**src/rtl/systolic_input_skewer.sv**
```systemverilog
// Purpose : re-times one full row vector per handshake into the diagonal
//           wavefront a systolic array needs (lane k delayed k extra cycles),
//           then drains the skew pipeline and reports the tile length.
// Latency : vector accepted at edge t shows on lane k in cycle t+1+k;
//           tile_done_o fires in cycle t+ARRAY_SIZE after the last vector.
// Backpressure: in_ready_o is low only while draining (ARRAY_SIZE-1 cycles);
//           the array side has no backpressure and consumes every cycle.
//
// Ports:
//   clk_i, rst_ni          clock (rising edge), async active-low reset
//   in_valid_i/in_ready_o  upstream vector handshake
//   in_data_i              row vector, lane k = [k*DATA_WIDTH +: DATA_WIDTH]
//   in_last_i              final vector of the tile (sampled on accept only)
//   out_data_o/out_valid_o skewed lanes and per-lane valids to the array
//   tile_done_o            one-cycle pulse when the last lane of the tile leaves
//   tile_len_o             vectors in the completed tile (saturating), held
//   busy_o                 high while a tile is streaming or draining
module systolic_input_skewer #(
   parameter  int ARRAY_SIZE  = 4,
   parameter  int DATA_WIDTH  = 8,
   parameter  int MAX_VECTORS = 255,
   localparam int LEN_W       = $clog2(MAX_VECTORS + 1),
   localparam int DRN_W       = $clog2(ARRAY_SIZE)
) (
   input  logic                             clk_i,
   input  logic                             rst_ni,
   input  logic                             in_valid_i,
   output logic                             in_ready_o,
   input  logic [ARRAY_SIZE*DATA_WIDTH-1:0] in_data_i,
   input  logic                             in_last_i,
   output logic [ARRAY_SIZE*DATA_WIDTH-1:0] out_data_o,
   output logic [ARRAY_SIZE-1:0]            out_valid_o,
   output logic                             tile_done_o,
   output logic [LEN_W-1:0]                 tile_len_o,
   output logic                             busy_o
);

   typedef enum logic [1:0] {
      IDLE   = 2'd0,
      STREAM = 2'd1,
      DRAIN  = 2'd2
   } state_t;

   // Drain lasts ARRAY_SIZE-1 cycles: load N-2 and count down to zero inclusive.
   localparam logic [DRN_W-1:0] DRAIN_LOAD = DRN_W'(ARRAY_SIZE - 2);
   localparam logic [LEN_W-1:0] LEN_MAX    = LEN_W'(MAX_VECTORS);

   state_t            state_q, state_d;
   logic [LEN_W-1:0]  vec_cnt_q, vec_cnt_d;
   logic [DRN_W-1:0]  drain_cnt_q, drain_cnt_d;
   logic              tile_done_q, tile_done_d;
   logic [LEN_W-1:0]  tile_len_q, tile_len_d;
   logic              accept;

   // Ready depends on state only, never on in_valid_i.
   assign in_ready_o  = (state_q != DRAIN);
   assign busy_o      = (state_q != IDLE);
   assign accept      = in_valid_i & in_ready_o;
   assign tile_done_o = tile_done_q;
   assign tile_len_o  = tile_len_q;

   always_ff @(posedge clk_i or negedge rst_ni) begin
      if (!rst_ni) begin
         state_q     <= IDLE;
         vec_cnt_q   <= '0;
         drain_cnt_q <= '0;
         tile_done_q <= 1'b0;
         tile_len_q  <= '0;
      end else begin
         state_q     <= state_d;
         vec_cnt_q   <= vec_cnt_d;
         drain_cnt_q <= drain_cnt_d;
         tile_done_q <= tile_done_d;
         tile_len_q  <= tile_len_d;
      end
   end

   always_comb begin
      state_d     = state_q;
      vec_cnt_d   = vec_cnt_q;
      drain_cnt_d = drain_cnt_q;
      tile_done_d = 1'b0;
      tile_len_d  = tile_len_q;
      case (state_q)
         IDLE: begin
            if (accept) begin
               vec_cnt_d = LEN_W'(1);
               if (in_last_i) begin
                  state_d     = DRAIN;
                  drain_cnt_d = DRAIN_LOAD;
               end else begin
                  state_d = STREAM;
               end
            end
         end
         STREAM: begin
            if (accept) begin
               // Saturate; data keeps streaming past the counter limit.
               if (vec_cnt_q != LEN_MAX) begin
                  vec_cnt_d = vec_cnt_q + 1'b1;
               end
               if (in_last_i) begin
                  state_d     = DRAIN;
                  drain_cnt_d = DRAIN_LOAD;
               end
            end
         end
         DRAIN: begin
            // Registered pulse lands in the cycle the last lane presents
            // the final vector, which is also the first IDLE cycle.
            if (drain_cnt_q == '0) begin
               state_d     = IDLE;
               tile_done_d = 1'b1;
               tile_len_d  = vec_cnt_q;
            end else begin
               drain_cnt_d = drain_cnt_q - 1'b1;
            end
         end
         default: state_d = IDLE;
      endcase
   end

   // Lane k is a chain of k+1 registers. Non-accept cycles inject a zero
   // bubble, so a lane's data is zero whenever its valid is low.
   for (genvar k = 0; k < ARRAY_SIZE; k++) begin : g_lane
      logic [k:0][DATA_WIDTH-1:0] dat_q;
      logic [k:0]                 vld_q;

      always_ff @(posedge clk_i or negedge rst_ni) begin
         if (!rst_ni) begin
            dat_q <= '0;
            vld_q <= '0;
         end else begin
            dat_q[0] <= accept ? in_data_i[k*DATA_WIDTH +: DATA_WIDTH] : '0;
            vld_q[0] <= accept;
            for (int s = 1; s <= k; s++) begin
               dat_q[s] <= dat_q[s-1];
               vld_q[s] <= vld_q[s-1];
            end
         end
      end

      assign out_data_o[k*DATA_WIDTH +: DATA_WIDTH] = dat_q[k];
      assign out_valid_o[k]                         = vld_q[k];
   end

endmodule

```
**config.mk**
```make
export PLATFORM = sky130hd
export DESIGN_NAME = systolic_input_skewer
export DESIGN_NICKNAME = d
export VERILOG_FILES = /design/src/rtl/systolic_input_skewer.sv
export SDC_FILE = /design/constraint.sdc
export NUM_CORES = 1
export LEC_CHECK = 0
export ABC_AREA = 1
export BUFFER_PORTS_ARGS = -buffer_cell sky130_fd_sc_hd__buf_2
export CORE_ASPECT_RATIO = 0.6
export CORE_MARGIN = 3
export CORE_UTILIZATION = 45
export CTS_CLUSTER_DIAMETER = 50
export DETAILED_ROUTE_END_ITERATION = 16
export PLACE_DENSITY = 0.71
export RECOVER_POWER = 25
export REMOVE_ABC_BUFFERS = 1
export SYNTH_ARGS = -nofsm -noshare
export SYNTH_HDL_FRONTEND = slang
export SYNTH_SLANG_ARGS = --single-unit
```
**constraint.sdc**
```tcl
create_clock -name clk_i -period 1.3 [get_ports clk_i]
set_input_delay 0.13 -clock clk_i [delete_from_list [all_inputs] [get_ports clk_i]]
set_output_delay 0.13 -clock clk_i [all_outputs]
set_load 0.05 [all_outputs]
```
Word level (Yosys, flattened, before mapping) --
Cells that the tools add are included.
Storage, ports and cells: logic and storage cells 62, register bits 111, input bits 36, output and inout port bits 47
Operators by class: reduce and logical (&&, ||, !) cells 10, equality and inequality tests 12, muxes and demuxes 18, bitwise operators 1, $add $sub $neg 2
Operator list (count):
- $mux 8 | 7
- $pmux 8 s2 | 1
- $ne 2x2->1 const B | 7
- $mux 2 | 6
- $reduce_and 4->1 | 3
- $add 8x1->8 const B | 1
- $ne 8x8->1 const B | 1
- $pmux 2 s3 | 1
- $reduce_bool 2->1 | 3
- $logic_not 2->1 | 2
- $ne 2x1->1 const B | 2
- $pmux 2 s2 | 1
- $eq 2x1->1 const B | 1
- $eq 2x2->1 const B | 1
- $mux 1 | 2
- $reduce_and 2->1 | 1
- $reduce_or 2->1 | 1
- $sub 2x1->2 const B | 1
- $and 1x1->1 | 1

Longest topological paths before layout --
Gate-level depths: netlist of run 1.
depth after elaboration 4, depth in mapped cells 9, mapped depth without buffers 9

Least setup slack after synthesis of run 1 --
OpenSTA, ideal clock, no wires.
path kind register -> register, from register vec_cnt_q[0], to register vec_cnt_q[0], library setup time 119 ps, path slack 61 ps, stages on the path, launching flop included 9, buffers on the path 1, arrival 1120 ps, required time 1181 ps, period minus slack after synthesis 1239 ps, cell sequence dfrtp_1 > ha_1 > nand2_2 > nor2_4 > nand2_2 > nand2_4 > buf_12 > nand2_1 > o21ai_2
On the way: word-level cells in the longest chain between the ends 4, elaborated cells between the ends (all ways) 7, classes of those cells 1 x add/sub; 2 x eq/ne; 3 x mux; 1 x reduce/logical
Ends and longest elaborated chain:
- from (decl) | line 49 | logic [LEN_W-1:0] vec_cnt_q, vec_cnt_d;
- from (signal assigned) | line 71 | vec_cnt_q <= vec_cnt_d;
- $add 8x1->8 | line 100 | vec_cnt_d = vec_cnt_q + 1'b1;
- $mux 8 | line 99 | if (vec_cnt_q != LEN_MAX) begin
- $mux 8 | line 97 | if (accept) begin
- $pmux 8 s2 | line 84 | case (state_q)
Parallel ways exist; a longest one is shown, timed or not. The select of a mux whose other input is x is not followed. A chain may end at the register's enable or synchronous reset.

Worst setup path after layout of run 1 --
from register drain_cnt_q[1], to register tile_len_q[2], in the netlist tile_len_o[2]
On the way: word-level cells in the longest chain between the ends 2
Ends and longest elaborated chain:
- from (decl) | line 50 | logic [DRN_W-1:0] drain_cnt_q, drain_cnt_d;
- from (signal assigned) | line 72 | drain_cnt_q <= drain_cnt_d;
- $logic_not 2->1 | line 111 | if (drain_cnt_q == '0) begin
- $reduce_and 2->1 (no line)
- to (signal assigned) | line 74 | tile_len_q <= tile_len_d;
- to (decl) | line 52 | logic [LEN_W-1:0] tile_len_q, tile_len_d;
No other way between the ends.

==> impl_summary.md, run 1 <==
Timing
Clock skew on the completed layout was measured at roughly 0.0042 ns. Setup repair after global routing could not meet its margin everywhere. The number of endpoints with negative hold slack in the final report is 0.

The final cycle utilization of the critical path is 101.1%. The maximum achievable frequency is approximately 0.76 GHz. The worst slew margin relative to its limit is between 50% and 60%. The final count of pins violating max slew is 0. The final worst-path setup slack is -0.01391 ns. The minimum clock period after layout is 1.314 ns. Final hold analysis gives a worst-case slack of around 0.013 ns. Setup violations remaining at the end of the flow were counted as 4. The measured slew at the worst slew-check pin is a little under 0.7 ns.

Power
The analysis attributes to net switching a power of approximately 3200 µW. Across the VDD grid, the largest voltage drop is about 0.0011 V. The power density of the placed cells is 1940 mW/mm². Per report_power, the sequential group accounts for around 43% of the total. Of the total power, the clock network draws between 20% and 30%. The switching part of the total is approximately a third. The static leakage is 0.002642 µW. The cell-internal power is 6164 µW. Combinational logic is responsible for ~29% of the overall power.

GRT
The first-pass GRT wire length is 10650 µm. Global routing consumed, on the met1 layer, between 20% and 30% of the routing resources. Global routing used between 15 and 20% of the available tracks. The via count of the first global-routing pass is 2260.

The initial antenna violation count came to 0. The layer flagged by global routing as most heavily used is met2. Entering global routing, the biggest net connects 38 pins. The sum of overflow across all layers after global routing is 0. The routing usage on met2 is between 20% and 30%. For this run, global-route usage on met3 was measured as roughly 7.0%.

Floorplanning
The cell row count is 24. For this configuration, the core starts out at a cell density of 48.31%. The floorplan step set the die width to between 100 and 150 µm. The die covers a little over 0.009 mm². The die is 75.68 µm tall.

The floorplan core area is between 0.007 and 0.008 mm². The total I/O pin count is a little over 80.

Drt
Before antenna repair, the detailed router went through 4 iterations. After the first detailed-routing iteration, the DRC count stood at just under 200. In the routed layout, each cell is associated on average with a via count of ~4.4.

The final route contains about 2300 vias. The DRC violations left is 0. The average wire per cell in the routed design is 13.15 µm.

The number of nets with antenna violations after detailed routing is 0. The routed wire length is approximately 6800 µm.

CTS
TritonCTS built the clock tree. CTS built an H-tree with a depth of 3. The clock transition at the register clock pins on the worst setup and hold paths after CTS is about 0.070 ns. The number of buffers created by CTS is 9. Clock tree synthesis selected as its root buffer the cell sky130_fd_sc_hd__clkbuf_16. The worst-case clock buffer depth is 2. The source-to-sink clock delay at the later pin of the worst-skew pair is roughly 0.34 ns.

The clock drives between 100 and 150 sinks.

Synthesis
The fraction of synthesized area in multiplexers is less than 1%. For this run, the register share of the synthesized area comes to between 70% and 80%. The cell area that synthesis handed to floorplanning was roughly 0.0036 mm². The cell count after synthesis came out at 302.

The register bit total from synthesis is between 100 and 150. The average instance in the mapped netlist occupies between 10 and 15 µm². For this run, the number of Yosys warnings is 0. The post-synthesis simple-gate area fraction is 11.75%. The arithmetic-cell share of the synthesized area counting full adders, half adders and majority gates is less than 1%. After Yosys synthesis, XOR and XNOR cells account for 0% of the synthesized area.

The number of different library cells used by synthesis comes to 21. By area, the combinational part of the netlist is dominated by simple AND/OR/NAND/NOR gates. The compound-gate portion of the synthesized area is roughly 3.5%.

Outcome
The run finished, with violations left. The final reports fail on setup timing.

Critical path
At the worst endpoint, the required time is about 1.5 ns. The critical path's largest stage delay is 0.38 ns. The signal on the critical path passes through inv_2 -> ha_4 -> inv_2 -> nor2_4 -> clkinvlp_4 -> clkbuf_16 -> nand2_4 -> nand2_1.

The critical path's slowest cell is sky130_fd_sc_hd__dfrtp_1. The kind of start point of the critical path is a register. The critical path data arrival time is roughly 1.5 ns.

The critical path is of the register to register type. The most repeated library cell on the critical path is sky130_fd_sc_hd__inv_2. Along the worst path, the maximum fanout reaches 7. The kind of end point of the critical path is a register.

Finish
The finished cells cover 0.004838 mm². The flip-flop and latch area is 0.002630 mm². The repair_antennas step left the layout with diodes totalling 0. Measured on the finished design, the core utilization comes to around 64%.

The filler cells instantiated in the layout total around 570. The area growth from synthesis to final layout is 32.89%. The multi-input logic area is slightly below 700 µm². The net count of the finished layout is 447.

The proportion of layout cells with a drive suffix above 1 is between 30 and 40%.

Placement
The placed instances occupy a cell area of slightly above 0.004 mm². The congestion estimate from routability-driven global placement came to roughly 0.85. The number of port buffers is 82. Once detailed placement completed, the half-perimeter wirelength came to 4512 µm.

Run
Max-cap violations in this run came to 0.

Min path
The classification of the worst-slack hold path is primary input to register.
power groups by stage:
stage | clock network, µW | logic, µW | registers, µW
floorplan | 0 | 762 | 4800
global placement | 0 | 2260 | 4000
detailed placement | 0 | 2300 | 4040
CTS | 2760 | 2490 | 3970
global route | 2890 | 2920 | 4060
finish | 2670 | 2710 | 4000
worst paths after layout:
kind | startpoint | to | slack [ns] | depth (start not counted)
setup / recovery | drain_cnt_q[1] | tile_len_o[2] | -0.01 | 8
hold reg to reg | g_lane[3].dat_q[9] | g_lane[3].dat_q[17] | 0.35 | 0
max in group asynchronous | rst_ni | state_q[1] | 0.30 | 3
hold / removal | in_data_i[4] | g_lane[0].dat_q[4] | 0.01 | 3
min in group asynchronous | rst_ni | out_data_o[31] | 0.37 | 2
setup reg to reg | drain_cnt_q[1] | tile_len_o[2] | -0.01 | 8
logic make-up (layout without fill, tap and decap cells):
kind of cell	count (synthesis)	in the layout
flops	105	105
simple gates	96	96
buf+inv	80	191
compound gates	18	18
fa+ha+maj	2	2
mux	1	1
per-layer routing:
| layer | vias to the layer above | part of all wire (%) |
|---|---|---|
| met2 | 84 | 45 |
| met4 | 0 | 0.71 |
| met3 | 4 | 8.2 |
| met1 | 1081 | 46 |
| met5 | - | 0 |
| li1 | 1091 | - |
state kept, by name (all words and copies together), names as in the netlist:
signal / count
drain_cnt_q: 2
out_data_o: 24
tile_len_o: 8
state_q: 2
tile_done_o: 1
g_lane.vld_q: 4
g_lane.dat_q: 56
vec_cnt_q: 8
stage by stage:
stage	total power [µW]	setup TNS, ns	instances	setup slack [ns]
6_report	9389	-0.02145	517	-0.01391
3_3_place_gp	6264	-0.1013	467	-0.01817
4_1_cts	9219	0	512	0.005646
2_1_floorplan	5564	-4.174	272	-0.1323
5_1_grt	9872	-0.4680	517	-0.06593
3_5_place_dp	6336	-0.5392	467	-0.08250
synthesized netlist by cell type:
cell | instances | area, µm²
sky130_fd_sc_hd__dfrtp_1 | 105 | 2628
sky130_fd_sc_hd__inv_1 | 47 | 176.4
sky130_fd_sc_hd__nand2_1 | 38 | 142.6
sky130_fd_sc_hd__nor2_1 | 38 | 142.6
sky130_fd_sc_hd__buf_4 | 25 | 187.7
sky130_fd_sc_hd__nand3_1 | 11 | 55.05
sky130_fd_sc_hd__o21ai_2 | 10 | 87.58
sky130_fd_sc_hd__o21ai_0 | 6 | 30.03
sky130_fd_sc_hd__buf_2 | 3 | 15.01
sky130_fd_sc_hd__ha_1 | 2 | 25.02
sky130_fd_sc_hd__inv_2 | 2 | 7.510
sky130_fd_sc_hd__nand2_2 | 2 | 12.51
sky130_fd_sc_hd__nand2_4 | 2 | 22.52
sky130_fd_sc_hd__nor2_4 | 2 | 22.52
sky130_fd_sc_hd__o21ai_1 | 2 | 10.01
sky130_fd_sc_hd__or2_2 | 2 | 12.51
sky130_fd_sc_hd__buf_12 | 1 | 20.02
sky130_fd_sc_hd__buf_6 | 1 | 11.26
sky130_fd_sc_hd__clkinv_2 | 1 | 5.000
sky130_fd_sc_hd__mux2i_1 | 1 | 10.01
sky130_fd_sc_hd__nand3_4 | 1 | 17.52
placed cells by master, fill, tap and decap left out:
cell / n
sky130_fd_sc_hd__clkbuf_2: 1
sky130_fd_sc_hd__dfrtp_2: 2
sky130_fd_sc_hd__nor2_1: 37
sky130_fd_sc_hd__clkinvlp_4: 2
sky130_fd_sc_hd__clkbuf_16: 10
sky130_fd_sc_hd__o21ai_1: 5
sky130_fd_sc_hd__buf_12: 5
sky130_fd_sc_hd__dlygate4sd3_1: 26
sky130_fd_sc_hd__inv_8: 1
sky130_fd_sc_hd__inv_6: 2
sky130_fd_sc_hd__bufinv_16: 1
sky130_fd_sc_hd__nand2_8: 1
sky130_fd_sc_hd__o21ai_0: 3
sky130_fd_sc_hd__or2_2: 2
sky130_fd_sc_hd__nand3_4: 1
sky130_fd_sc_hd__buf_6: 2
sky130_fd_sc_hd__nand3_1: 10
sky130_fd_sc_hd__dfrtp_1: 103
sky130_fd_sc_hd__inv_1: 43
sky130_fd_sc_hd__o21ai_2: 10
sky130_fd_sc_hd__nand2_1: 30
sky130_fd_sc_hd__nand3_2: 1
sky130_fd_sc_hd__nor2_4: 2
sky130_fd_sc_hd__nor2_2: 1
sky130_fd_sc_hd__buf_4: 12
sky130_fd_sc_hd__mux2i_1: 1
sky130_fd_sc_hd__clkinv_4: 1
sky130_fd_sc_hd__buf_2: 79
sky130_fd_sc_hd__clkinv_2: 1
sky130_fd_sc_hd__inv_2: 5
sky130_fd_sc_hd__ha_4: 2
sky130_fd_sc_hd__nand2_4: 8
sky130_fd_sc_hd__nand2_2: 3
worst max-delay path, delay by kind of cell (launching register included):
kind | cells | cell delay [ns]
and+or+nand+nor | 3 | 0.24
adders and majority gates | 1 | 0.13
DFF | 1 | 0.38
buffers and inverters | 4 | 0.46
repair_timing:
| item | CTS | global route |
|---|---|---|
| pin swaps | 1 | 5 |
| endpoints found under the setup margin | 12 | 17 |
| buffers inserted | 4 | 4 |
| cloned | 0 | 1 |
| hold buffers | 26 | 0 |
| hold endpoints to repair | 50 | 0 |
| gates resized for setup | 6 | 29 |
final cells by class:
class / instances / area share [%]
well taps: 104 / 2.689
multi-input cells: 117 / 14.20
repair buffers: 126 / 18.57
flip-flops and latches: 105 / 54.36
clock buffers: 9 / 4.655
inverters: 50 / 3.982
clock inverters: 6 / 1.552
Power figures use the tool's default switching activity.
==> run 2: changes to the inputs <==
--- a/config.mk
+++ b/config.mk
@@ -6,7 +6,7 @@
 export NUM_CORES = 1
 export LEC_CHECK = 0
 export ABC_AREA = 1
-export BUFFER_PORTS_ARGS = -buffer_cell sky130_fd_sc_hd__buf_2
+export BUFFER_PORTS_ARGS = -buffer_cell sky130_fd_sc_hd__buf_4
 export CORE_ASPECT_RATIO = 0.6
 export CORE_MARGIN = 3
 export CORE_UTILIZATION = 45
@@ -18,3 +18,4 @@
 export SYNTH_ARGS = -nofsm -noshare
 export SYNTH_HDL_FRONTEND = slang
 export SYNTH_SLANG_ARGS = --single-unit
+export TNS_END_PERCENT = 50
==> constraint.sdc (replaced) <==
create_clock -name clk_i -period 1.09 [get_ports clk_i]
set_input_delay 0.109 -clock clk_i [delete_from_list [all_inputs] [get_ports clk_i]]
set_output_delay 0.109 -clock clk_i [all_outputs]
set_load 0.05 [all_outputs]
==> impl_summary.md, run 2 (synthesis gave the netlist of run 1 again) <==
GRT
The largest net degree at the start of global routing was 40 (+5.3%). The initial antenna violation count is 0 (unchanged). The via count of the first global-routing pass is 2376 (+5.1%). The global-route usage over all layers is 17.78% (+2.3 points). The sum of overflow across all layers after global routing is 0 (unchanged).

The first-pass GRT wire length is 11950 µm (+12%).

Timing
Setup repair after global routing could not meet its margin everywhere. The final setup skew is 0.004699 ns (+0.0005213 ns). The maximum achievable frequency was 0.7664 GHz (+0.70%). The post-route setup TNS came to -5.839 ns (-5.818 ns). The number of endpoints with negative hold slack in the final report is 0 (unchanged). The minimum clock period after layout is 1.305 ns (-0.009125 ns).

The final-report setup violation count is 55 (+51). The worst slew margin relative to its limit came to 61.39% (+7.2 points). The final worst-path setup slack came to -0.2148 ns (-0.2009 ns).

The final cycle utilization of the critical path is 119.7% (+19 points). The measured slew at the worst slew-check pin is 0.5792 ns (-0.1081 ns). The final count of pins violating max slew is 0 (unchanged).

CTS
TritonCTS built the clock tree. The source-to-sink clock delay at the later pin of the worst-skew pair came to 0.34 ns (about the same). In this run the clock root is driven by a sky130_fd_sc_hd__clkbuf_16.

The worst-case clock buffer depth came to 2 (unchanged). The depth of the CTS H-tree is 3 (unchanged). The number of buffers created by CTS is 9 (unchanged). The clock sink count is 105 (unchanged). The clock transition at the register clock pins on the worst setup and hold paths after CTS came to 0.07 ns (about the same).

Min path
The classification of the worst-slack hold path is primary input to register.

Finish
The non-filler instance count after layout came to 544 (+5.2%). In the layout the commonest cells are sky130_fd_sc_hd__dfrtp_1, sky130_fd_sc_hd__buf_4, sky130_fd_sc_hd__inv_1. The library cell used most frequently in the layout, excluding fill and tap cells, is sky130_fd_sc_hd__dfrtp_1. The diode insertion count for antenna repair was 0 (unchanged).

The number of flip-flops under the largest register name was 56 (unchanged). The proportion of layout cells with a drive suffix above 1 is 45.00% (+7.5 points). The number of nets in the layout is 474 (+6.0%). Counting flops per register, the top entry is g_lane.dat_q. Relative to the synthesized area, the layout overhead comes to 49.04%.

Placement
The number of port buffers is 82 (unchanged). The global placement routability congestion came to 0.8781 (+3.8%). The detailed placement HPWL is 4780 µm (+5.9%). The total placed cells including tap cells is 483 (+3.4%).

Critical path
Walking the worst path, the cells encountered are inv_2 -> ha_4 -> inv_4 -> nor2_4 -> clkinvlp_4 -> clkbuf_16 -> nand2_4 -> nand2_2. The critical path's slowest cell is sky130_fd_sc_hd__dfrtp_1. The kind of cell with the highest combined delay along the critical path is buffers and inverters. The kind of end point of the critical path is a register. The required time of the critical path is 1.33 ns (-0.20 ns).

The critical path's largest stage delay is 0.38 ns (about the same). The critical path data arrival time was 1.54 ns (about the same). The critical path is of the register to register type. The number of buffer and inverter stages on the critical path is 4 (unchanged).

The maximum fanout along the worst path is 7 (unchanged). STA classifies the critical path startpoint as a register.

Power
The static leakage is 0.002832 µW (+7.2%). The power density of the placed cells is 2230 mW/mm² (+15%). The maximum vdd drop was 0.001927 V (+82%). The overall power consumption is 12100 µW (+29%).

Floorplanning
The die footprint is 0.009242 mm² (unchanged). The die boundary width is 122.1 µm (unchanged). The total I/O pin count is 83 (unchanged). The initial core utilization was 48.31% (unchanged). The cell row count was 24 (unchanged). The floorplan core area is 0.007537 mm² (unchanged).

The vertical die dimension came to 75.68 µm (unchanged).

Outcome
The run finished, with violations left. The final reports fail on setup timing.

Drt
The total number of vias is 2374 (+5.0%). The detailed-router iteration count before antenna repair came to 4 (unchanged). The violation count after the first detailed-route iteration is 146 (-27%). The via count normalized by instance count was 4.364 (-0.17%). The number of nets with antenna violations after detailed routing is 0 (unchanged).

The average wire per cell in the routed design came to 14.48 µm (+10%). The DRC violations left was 0 (unchanged). The routed wire length came to 7876 µm (+16%).

Run
The total of max-cap violations is 0 (unchanged).
run 2: changes by cell type in the layout (fill, tap and decap cells not counted), sizes merged, moves of 2 or more:
cell,before,now
buf,98,119
clkbuf,11,13
clkinv,2,5
dlygate4sd3,26,31
inv,51,49
run 2: worst min-delay path, delay by kind of cell:
family	cells	cell delay, ns
buf+inv	2	0.16
simple gates	1	0.04
run 2: worst paths after layout:
kind	cells after the start	endpoint	from	slack (ns)
worst min-delay path	3	g_lane[3].dat_q[5]	in_data_i[29]	0.02
worst max-delay path	8	tile_len_o[2]	drain_cnt_q[1]	-0.21
max in group asynchronous	3	state_q[1]	rst_ni	0.16
min in group asynchronous	2	g_lane[3].dat_q[15]	rst_ni	0.30
worst min register to register	0	g_lane[2].dat_q[15]	g_lane[2].dat_q[7]	0.35
worst max register to register	8	tile_len_o[2]	drain_cnt_q[1]	-0.21
run 2: layout make-up:
cell class | count | area [µm²]
fillers | 517 | 2111
clock buffers | 10 | 239.0
clock inverters | 5 | 40.04
inverters | 50 | 197.7
well taps | 104 | 130.1
repair buffers | 153 | 1414
multi-input cells | 117 | 777.0
flip-flops and latches | 105 | 2629
run 2: timing repair:
action | CTS | global route
gates resized for setup | 25 | 55
hold buffers | 31 | 0
setup endpoints to repair | 54 | 56
gates cloned | 1 | 2
endpoints found under the hold margin | 135 | 0
setup buffers | 8 | 5
pin swaps | 4 | 9
run 2: power breakdown:
group	switching, µW	internal (µW)
logic	2520	1780
registers	313	4510
clock network	1350	1610
run 2: stage by stage:
step	cell area, µm²	hold WS (ns)	utilization, %	setup WS [ns]
floorplan	3407	-0.1866	-	-0.3423
global placement	4390	0.01329	58.25	-0.2230
detailed placement	4390	0.01734	58.25	-0.2559
CTS	5152	0.001663	68.36	-0.1707
global route	5426	0.002891	72.00	-0.3133
finish	5426	0.01627	72.00	-0.2148
run 2: per-layer routing:
layer | vias to the layer above | global-route usage, % | share of wire [%]
met2 | 68 | 27.63 | 48
met5 | - | 0 | 0
li1 | 1140 | - | -
met1 | 1159 | 23.84 | 44
met3 | 7 | 6.083 | 6.8
met4 | 0 | 6.328 | 1.2
